--- config.mk ---
export PLATFORM = sky130hd
export DESIGN_NAME = scytale_arbiter
export DESIGN_NICKNAME = d
export VERILOG_FILES = /design/src/rtl/scytale_arbiter.sv
export SDC_FILE = /design/constraint.sdc
export NUM_CORES = 1
export LEC_CHECK = 0
export BUFFER_PORTS_ARGS = -buffer_cell sky130_fd_sc_hd__buf_4
export CAP_MARGIN = 20
export CORE_UTILIZATION = 45
export CTS_CLUSTER_DIAMETER = 30
export DETAILED_ROUTE_END_ITERATION = 7
export PLACE_DENSITY = 0.77
export SKIP_LAST_GASP = 1
export SYNTH_ARGS = -nofsm -noshare
export SYNTH_HDL_FRONTEND = slang
export SYNTH_SLANG_ARGS = --single-unit
export TNS_END_PERCENT = 20
--- constraint.sdc ---
create_clock -name clk -period 4.86 [get_ports clk]
set_input_delay 0.972 -clock clk [delete_from_list [all_inputs] [get_ports clk]]
set_output_delay 0.972 -clock clk [all_outputs]
set_load 0.01 [all_outputs]
--- src/rtl/scytale_arbiter.sv ---
// Frame-level round-robin arbiter sharing one scytale_decryption core
// between two requesters; forwards bytes, routes plaintext, checks length.
module scytale_arbiter #(
  parameter int D_WIDTH = 8,
  parameter int KEY_WIDTH = 8,
  parameter logic [D_WIDTH-1:0] TERMINATOR = 'hFA,
  parameter int DRAIN_TIMEOUT = 64
) (
  input  logic                 clk,
  input  logic                 rst,
  input  logic [D_WIDTH-1:0]   req0_data,
  input  logic                 req0_valid,
  input  logic [KEY_WIDTH-1:0] req0_key_N,
  input  logic [KEY_WIDTH-1:0] req0_key_M,
  output logic                 req0_ready,
  input  logic [D_WIDTH-1:0]   req1_data,
  input  logic                 req1_valid,
  input  logic [KEY_WIDTH-1:0] req1_key_N,
  input  logic [KEY_WIDTH-1:0] req1_key_M,
  output logic                 req1_ready,
  output logic [D_WIDTH-1:0]   out_data,
  output logic                 out0_valid,
  output logic                 out1_valid,
  output logic [D_WIDTH-1:0]   dec_data_i,
  output logic                 dec_valid_i,
  output logic [KEY_WIDTH-1:0] dec_key_N,
  output logic [KEY_WIDTH-1:0] dec_key_M,
  input  logic [D_WIDTH-1:0]   dec_data_o,
  input  logic                 dec_valid_o,
  input  logic                 dec_busy,
  output logic                 grant_id,
  output logic                 len_err
);

  localparam int TW = $clog2(DRAIN_TIMEOUT + 1);

  typedef enum logic [1:0] {
    S_IDLE,
    S_STREAM,
    S_DRAIN
  } state_t;

  state_t r_state;
  state_t w_next;

  logic                 r_rr;
  logic                 r_grant;
  logic                 r_busy_seen;
  logic [15:0]          r_cnt;
  logic [TW-1:0]        r_dcnt;
  logic [KEY_WIDTH-1:0] r_key_n;
  logic [KEY_WIDTH-1:0] r_key_m;
  logic [D_WIDTH-1:0]   r_dec_data;
  logic                 r_dec_valid;
  logic                 r_len_err;

  logic               w_stream;
  logic               w_v_own;
  logic [D_WIDTH-1:0] w_d_own;
  logic               w_acc;
  logic               w_term;
  logic               w_gnt;
  logic               w_gnt_id;
  logic               w_timeout;
  logic [15:0]        w_prod;

  assign w_stream  = (r_state == S_STREAM);
  assign w_v_own   = r_grant ? req1_valid : req0_valid;
  assign w_d_own   = r_grant ? req1_data : req0_data;
  assign w_acc     = w_stream & w_v_own & ~dec_busy;
  assign w_term    = (w_d_own == TERMINATOR);
  assign w_gnt     = req0_valid | req1_valid;
  assign w_gnt_id  = (req0_valid & req1_valid) ? r_rr : req1_valid;
  assign w_timeout = (r_dcnt == TW'(DRAIN_TIMEOUT - 1));
  assign w_prod    = 16'(r_key_n) * 16'(r_key_m);

  assign req0_ready  = w_stream & ~r_grant & ~dec_busy;
  assign req1_ready  = w_stream & r_grant & ~dec_busy;
  assign out_data    = dec_data_o;
  assign out0_valid  = dec_valid_o & ~r_grant;
  assign out1_valid  = dec_valid_o & r_grant;
  assign dec_data_i  = r_dec_data;
  assign dec_valid_i = r_dec_valid;
  assign dec_key_N   = r_key_n;
  assign dec_key_M   = r_key_m;
  assign grant_id    = r_grant;
  assign len_err     = r_len_err;

  always_ff @(posedge clk) begin
    if (rst) r_state <= S_IDLE;
    else     r_state <= w_next;
  end

  always_comb begin
    w_next = r_state;
    unique case (r_state)
      S_IDLE:   if (w_gnt) w_next = S_STREAM;
      S_STREAM: if (w_acc && w_term) w_next = S_DRAIN;
      S_DRAIN: begin
        // leave after busy rose and fell, or if it never rose in time
        if (!dec_busy && (r_busy_seen || w_timeout))
          w_next = S_IDLE;
      end
      default:  w_next = S_IDLE;
    endcase
  end

  always_ff @(posedge clk) begin
    if (rst) begin
      r_rr        <= 1'b0;
      r_grant     <= 1'b0;
      r_busy_seen <= 1'b0;
      r_cnt       <= '0;
      r_dcnt      <= '0;
      r_key_n     <= '0;
      r_key_m     <= '0;
      r_dec_data  <= '0;
      r_dec_valid <= 1'b0;
      r_len_err   <= 1'b0;
    end else begin
      r_dec_valid <= 1'b0;
      r_len_err   <= 1'b0;
      unique case (r_state)
        S_IDLE: begin
          if (w_gnt) begin
            r_grant <= w_gnt_id;
            r_key_n <= w_gnt_id ? req1_key_N : req0_key_N;
            r_key_m <= w_gnt_id ? req1_key_M : req0_key_M;
            r_cnt   <= '0;
            r_rr    <= ~w_gnt_id;
          end
        end
        S_STREAM: begin
          if (w_acc) begin
            r_dec_data  <= w_d_own;
            r_dec_valid <= 1'b1;
            if (w_term) begin
              r_len_err   <= (r_cnt != w_prod);
              r_dcnt      <= '0;
              r_busy_seen <= 1'b0;
            end else if (r_cnt != 16'hFFFF) begin
              r_cnt <= r_cnt + 16'd1;
            end
          end
        end
        S_DRAIN: begin
          if (!w_timeout) r_dcnt <= r_dcnt + TW'(1);
          if (dec_busy) r_busy_seen <= 1'b1;
        end
        default: ;
      endcase
    end
  end

endmodule

; Yosys cells after proc, flatten, opt, wreduce, memory -nomap -nowiden
; Cells that the tools add are included.
[word_totals]
inputBits = 62
out_inout_bits = 39
register_bits = 54
word_cells = 83
[classes]
eq_ne = 15
n_bitwise = 16
n_mux = 23
addsub = 2
multipliers = 1
n_reduce_logical = 15
[ops]
columns = cell, count
row1 = 2-to-1 mux 16 bit, 4
row2 = case mux 16 bit (2 select lines), 1
row3 = 2-to-1 mux 8 bit, 3
row4 = 2-to-1 mux 7 bit, 3
row5 = adder 16 x 1 -> 16 bit (second input constant), 1
row6 = multiplier 8 x 8 -> 16 bit, 1
row7 = != test 16 bit, 1
row8 = != test 16 bit (second input constant), 1
row9 = case mux 7 bit (2 select lines), 1
row10 = != test 2 bit (second input constant), 5
row11 = bitwise AND 1 bit, 9
row12 = equality test 8 bit (second input constant), 1
row13 = != test 2 x 1 -> 1 bit (second input constant), 4
row14 = AND reduction 4 bit, 2
row15 = adder 7 x 1 -> 7 bit (second input constant), 1
row16 = equality test 7 x 6 -> 1 bit (second input constant), 1
row17 = 2-to-1 mux 1 bit, 6
row18 = 2-to-1 mux 2 bit, 3
row19 = NOT 1 bit, 6
row20 = case mux 2 bit (3 select lines), 1
row21 = AND reduction 5 bit, 1
row22 = AND reduction 2 bit, 2
row23 = nonzero test 2 bit, 2
row24 = OR reduction 4 bit, 1
row25 = other kinds (10), 11

; Logic depth before layout (Yosys ltp)
[logic_depth]
word_depth = 6
mapped_depth = 17
mapped_depth_nobuf = 15

; Worst setup path after synthesis
; OpenSTA, ideal clock, no wires.
[synth_path]
kind = register to register
start = reg r_key_m[7], in the netlist dec_key_M[7]
end = reg r_len_err, in the netlist len_err
setup_time_ps = 125
required_ps = 4735
slack_ps = 289
period_less_slack_ps = 4571
n_path_buf = 1
stages_incl_launch_ff = 15
arrival_ps = 4446
path_cell_list = dfxtp_1 clkbuf_1 nand2_1 fa_1 fa_1 fa_1 fa_1 inv_1 ha_1 a21o_1 a221o_1 a311oi_1 mux2i_1 a211oi_1 a31oi_1
[synth_between]
elab_chain_cells = 2
[synth_rtl]
columns = element, line_no
row1 = from (decl), 52  ; logic [KEY_WIDTH-1:0] r_key_m;
row2 = from (signal assigned), 128  ; r_key_m <= w_gnt_id ? req1_key_M : req0_key_M;
row3 = multiplier 8 x 8 -> 16 bit, 75  ; assign w_prod = 16'(r_key_n) * 16'(r_key_m);
row4 = != test 16 bit, 138  ; r_len_err <= (r_cnt != w_prod);
row5 = to (signal assigned), 138
row6 = to (decl), 55  ; logic r_len_err;
; No other way between the ends.
; A chain may end at the register's enable or synchronous reset.

; Worst setup path in the final report
[layout_path]
start = reg r_key_m[2], in the netlist dec_key_M[2]
end = reg r_len_err, in the netlist len_err
; The elaborated chain is that of the path after synthesis.

==> metrics <==
Fmax 217 MHz; Die Y about 110 µm; top post-synthesis cells by count dfxtp_1, inv_1, nand2_1, nor2_1, ha_1; Crit-path slowest cell dfxtp_1; HP Class register to register; layout cell share with drive strength beyond 1 19.9%; cell taking the most area after synthesis dfxtp_1; CTS tree done; Internal 0.809 mW; ANT cells 0; Layout Nets 772; Clock Latency Late Sink just over 0.3 ns; ys flop type dfxtp_1; initial antenna violation count 0; row count 37; YS warnings 0; Post-Syn Area per Cell 8.63 µm²; PortBufs 84; CP arrival about 4.8 ns; Layout Utilization 54.8%; Top-Level Pins between 100 and 150; top post-synthesis cells by area dfxtp_1, fa_1, ha_1; Post-synth EDFFs 0; top cell type's share of synthesized area approximately 22%; Clock Power Share 25.5%; gr ovfl total 0; largest net degree at the start of global routing 36; crit path max fanout 10; Setup TNS Final 0 ns; post-route ant nets 0; Via Count approximately 4300; sequential share of the synthesized area 21.8%; gpl congestion 0.857; DR iter-0 viols 254; # Post-CTS Setup Buffers 0; Flop pwr share 40.5%; CTS Buffer Depth 2; number of global-route vias before repair 4227; area grow syn2layout 16.1%; part of the cycle the worst path needs between 90% and 100%; delay of the slowest critical-path stage 0.56 ns; syn nets a little over 700; first-pass GRT wire length approximately 20000 µm; status completed; Leak 2.59 nW; proportion of power drawn by combinational gates 33.9%; fin crit period 4.61 ns; Hold Vio Cnt, Final 0; startpoint types register; WL/cell 14.6 µm; GRT Total Usage 21.1%; 1st-pass router iterations 6; H-tree levels 2; Routed WL roughly 11000 µm; VDD IR max 0.150 mV; RSZ-0062 raised after global routing false; Yosys reg bits 54; CP Cell Sequence nand2_1 -> fa_1 -> fa_1 -> fa_1 -> fa_1 -> inv_1 -> ha_1 -> a21o_1 -> a221o_1 -> a311oi_2 -> mux2i_1 -> a211oi_1 -> a31oi_1; cell mode on critical path fa_1; Starting Density a little under half; sw power ~0.4 mW; Slew Limit Fails 0; Mapped Cells 575; WP data required 5.07 ns; Cell Area, Synth approximately 5000 µm²; CTS root buf clkbuf_8; Worst-Margin Slew 0.765 ns; relative slew slack around half; max-cap violation count 0; placeable core area 10500 µm²; DRC 0; vias per cell 5.59; critical path class register to register; CTS clk-pin slew, worst paths 0.10 ns; ys async rst share 0%; CP Capture Type register; DP Wirelength 9030 µm; full die area 11400 µm²; total CTS buffers 5; clk sinks 54; total power between 1 and 1.5 mW; net switching share of the total power 33.6%; PwrDens 212 nW/µm²; Cell variety after synth 65; Chip Width roughly 110 µm; final setup fails 0; most common cell in the netlist dfxtp_1; Worst Clk Skew 0.00500 ns
-- logic make-up after synthesis --
kind of cell	Yosys count	synth area share (%)
multiplexers	25	5.04
buffers and inverters	92	8.42
XOR/XNOR	24	4.24
adder cells (fa/ha/maj)	74	24.1
flip-flops	54	21.8
AO/OA/AOI/OAI	106	14.8
AND/OR/NAND/NOR	200	21.6
-- metrics by stage --
step | worst slack (ns) | instance area [µm²] | hold slack (ns) | instances
final | 0.255 | 5760 | 0.484 | 773
after global routing | 0.0478 | 5760 | 0.518 | 773
after CTS | 0.193 | 5730 | 0.486 | 772
after detailed placement | 0.217 | 5620 | 0.468 | 764
after global placement | 0.339 | 5620 | 0.454 | 764
after floorplan | 0.289 | 4960 | 0.437 | 575
-- routing by layer --
metal	part of all wire (%)	global-route usage, %	up-vias
li1	-	-	2102
met1	44	28.6	2062
met2	49	35.1	143
met3	5.7	3.47	15
met4	1.2	4.89	0
met5	0	0	-
-- critical path: cells and delay by family (launching register included) --
kind,cells,cell delay [ns]
adder cells (fa/ha/maj),5,2.34
AO/OA/AOI/OAI,5,1.31
flip-flops,1,0.56
AND/OR/NAND/NOR,1,0.12
multiplexers,1,0.11
buffers and inverters,1,0.04
-- power by group through the flow --
stage / combinational (mW) / clock [mW] / sequential, mW
2_1_floorplan: 0.293 / 0 / 0.493
3_3_place_gp: 0.401 / 0 / 0.501
3_5_place_dp: 0.411 / 0 / 0.503
4_1_cts: 0.414 / 0.318 / 0.493
5_1_grt: 0.468 / 0.335 / 0.498
6_report: 0.414 / 0.311 / 0.494
-- registers in the layout (all words and copies together), names as in the netlist --
signal	cells
r_dcnt	7
r_cnt	16
dec_key_M	8
dec_data_i	8
r_state	2
r_busy_seen	1
dec_key_N	8
r_rr	1
grant_id	1
dec_valid_i	1
len_err	1
-- timing repair --
item                       CTS  global route
setup endpoints to repair    0             1
hold buffers                 0             0
gates resized for setup      0             4
-- layout by cell type, fill, tap and decap left out, drive strengths merged, types with 5 or more instances in the layout --
master  netlist  final
buf          17     95
dfxtp        54     54
inv          51     52
nand2        47     47
nor2         47     47
ha           38     38
fa           36     36
and2         36     36
a21oi        28     28
a211oi       27     27
mux2i        25     25
xnor2        15     15
o21ai        13     13
or4          11     11
o31ai        10     10
nor3         10     10
nand3         9      9
xor2          9      9
and3          7      7
nand4         7      7
nor2b         6      6
a21o          6      6
or3           6      6
clkbuf       24      5
-- final cells by class --
cell class	instances	area, µm²
Tap cell	136	170
Fill cell	937	4750
Sequential cell	54	1080
Clock inverter	3	43.8
Inverter	51	191
Multi-Input combinational cell	429	3480
Timing Repair Buffer	95	721
Clock buffer	5	68.8
-- worst paths after layout --
| check | startpoint | endpoint | slack (ns) | depth (start not counted) |
|---|---|---|---|---|
| max | dec_key_M[2]$_SDFFE_PP0P_ | len_err$_SDFF_PP0_ | 0.25 | 13 |
| min | r_dcnt[1]$_SDFFE_PP0P_ | r_dcnt[1]$_SDFFE_PP0P_ | 0.48 | 2 |
| max reg2reg | dec_key_M[2]$_SDFFE_PP0P_ | len_err$_SDFF_PP0_ | 0.25 | 13 |
| min reg2reg | r_dcnt[1]$_SDFFE_PP0P_ | r_dcnt[1]$_SDFFE_PP0P_ | 0.48 | 2 |
No activity file was read; power rests on OpenSTA's default activity.
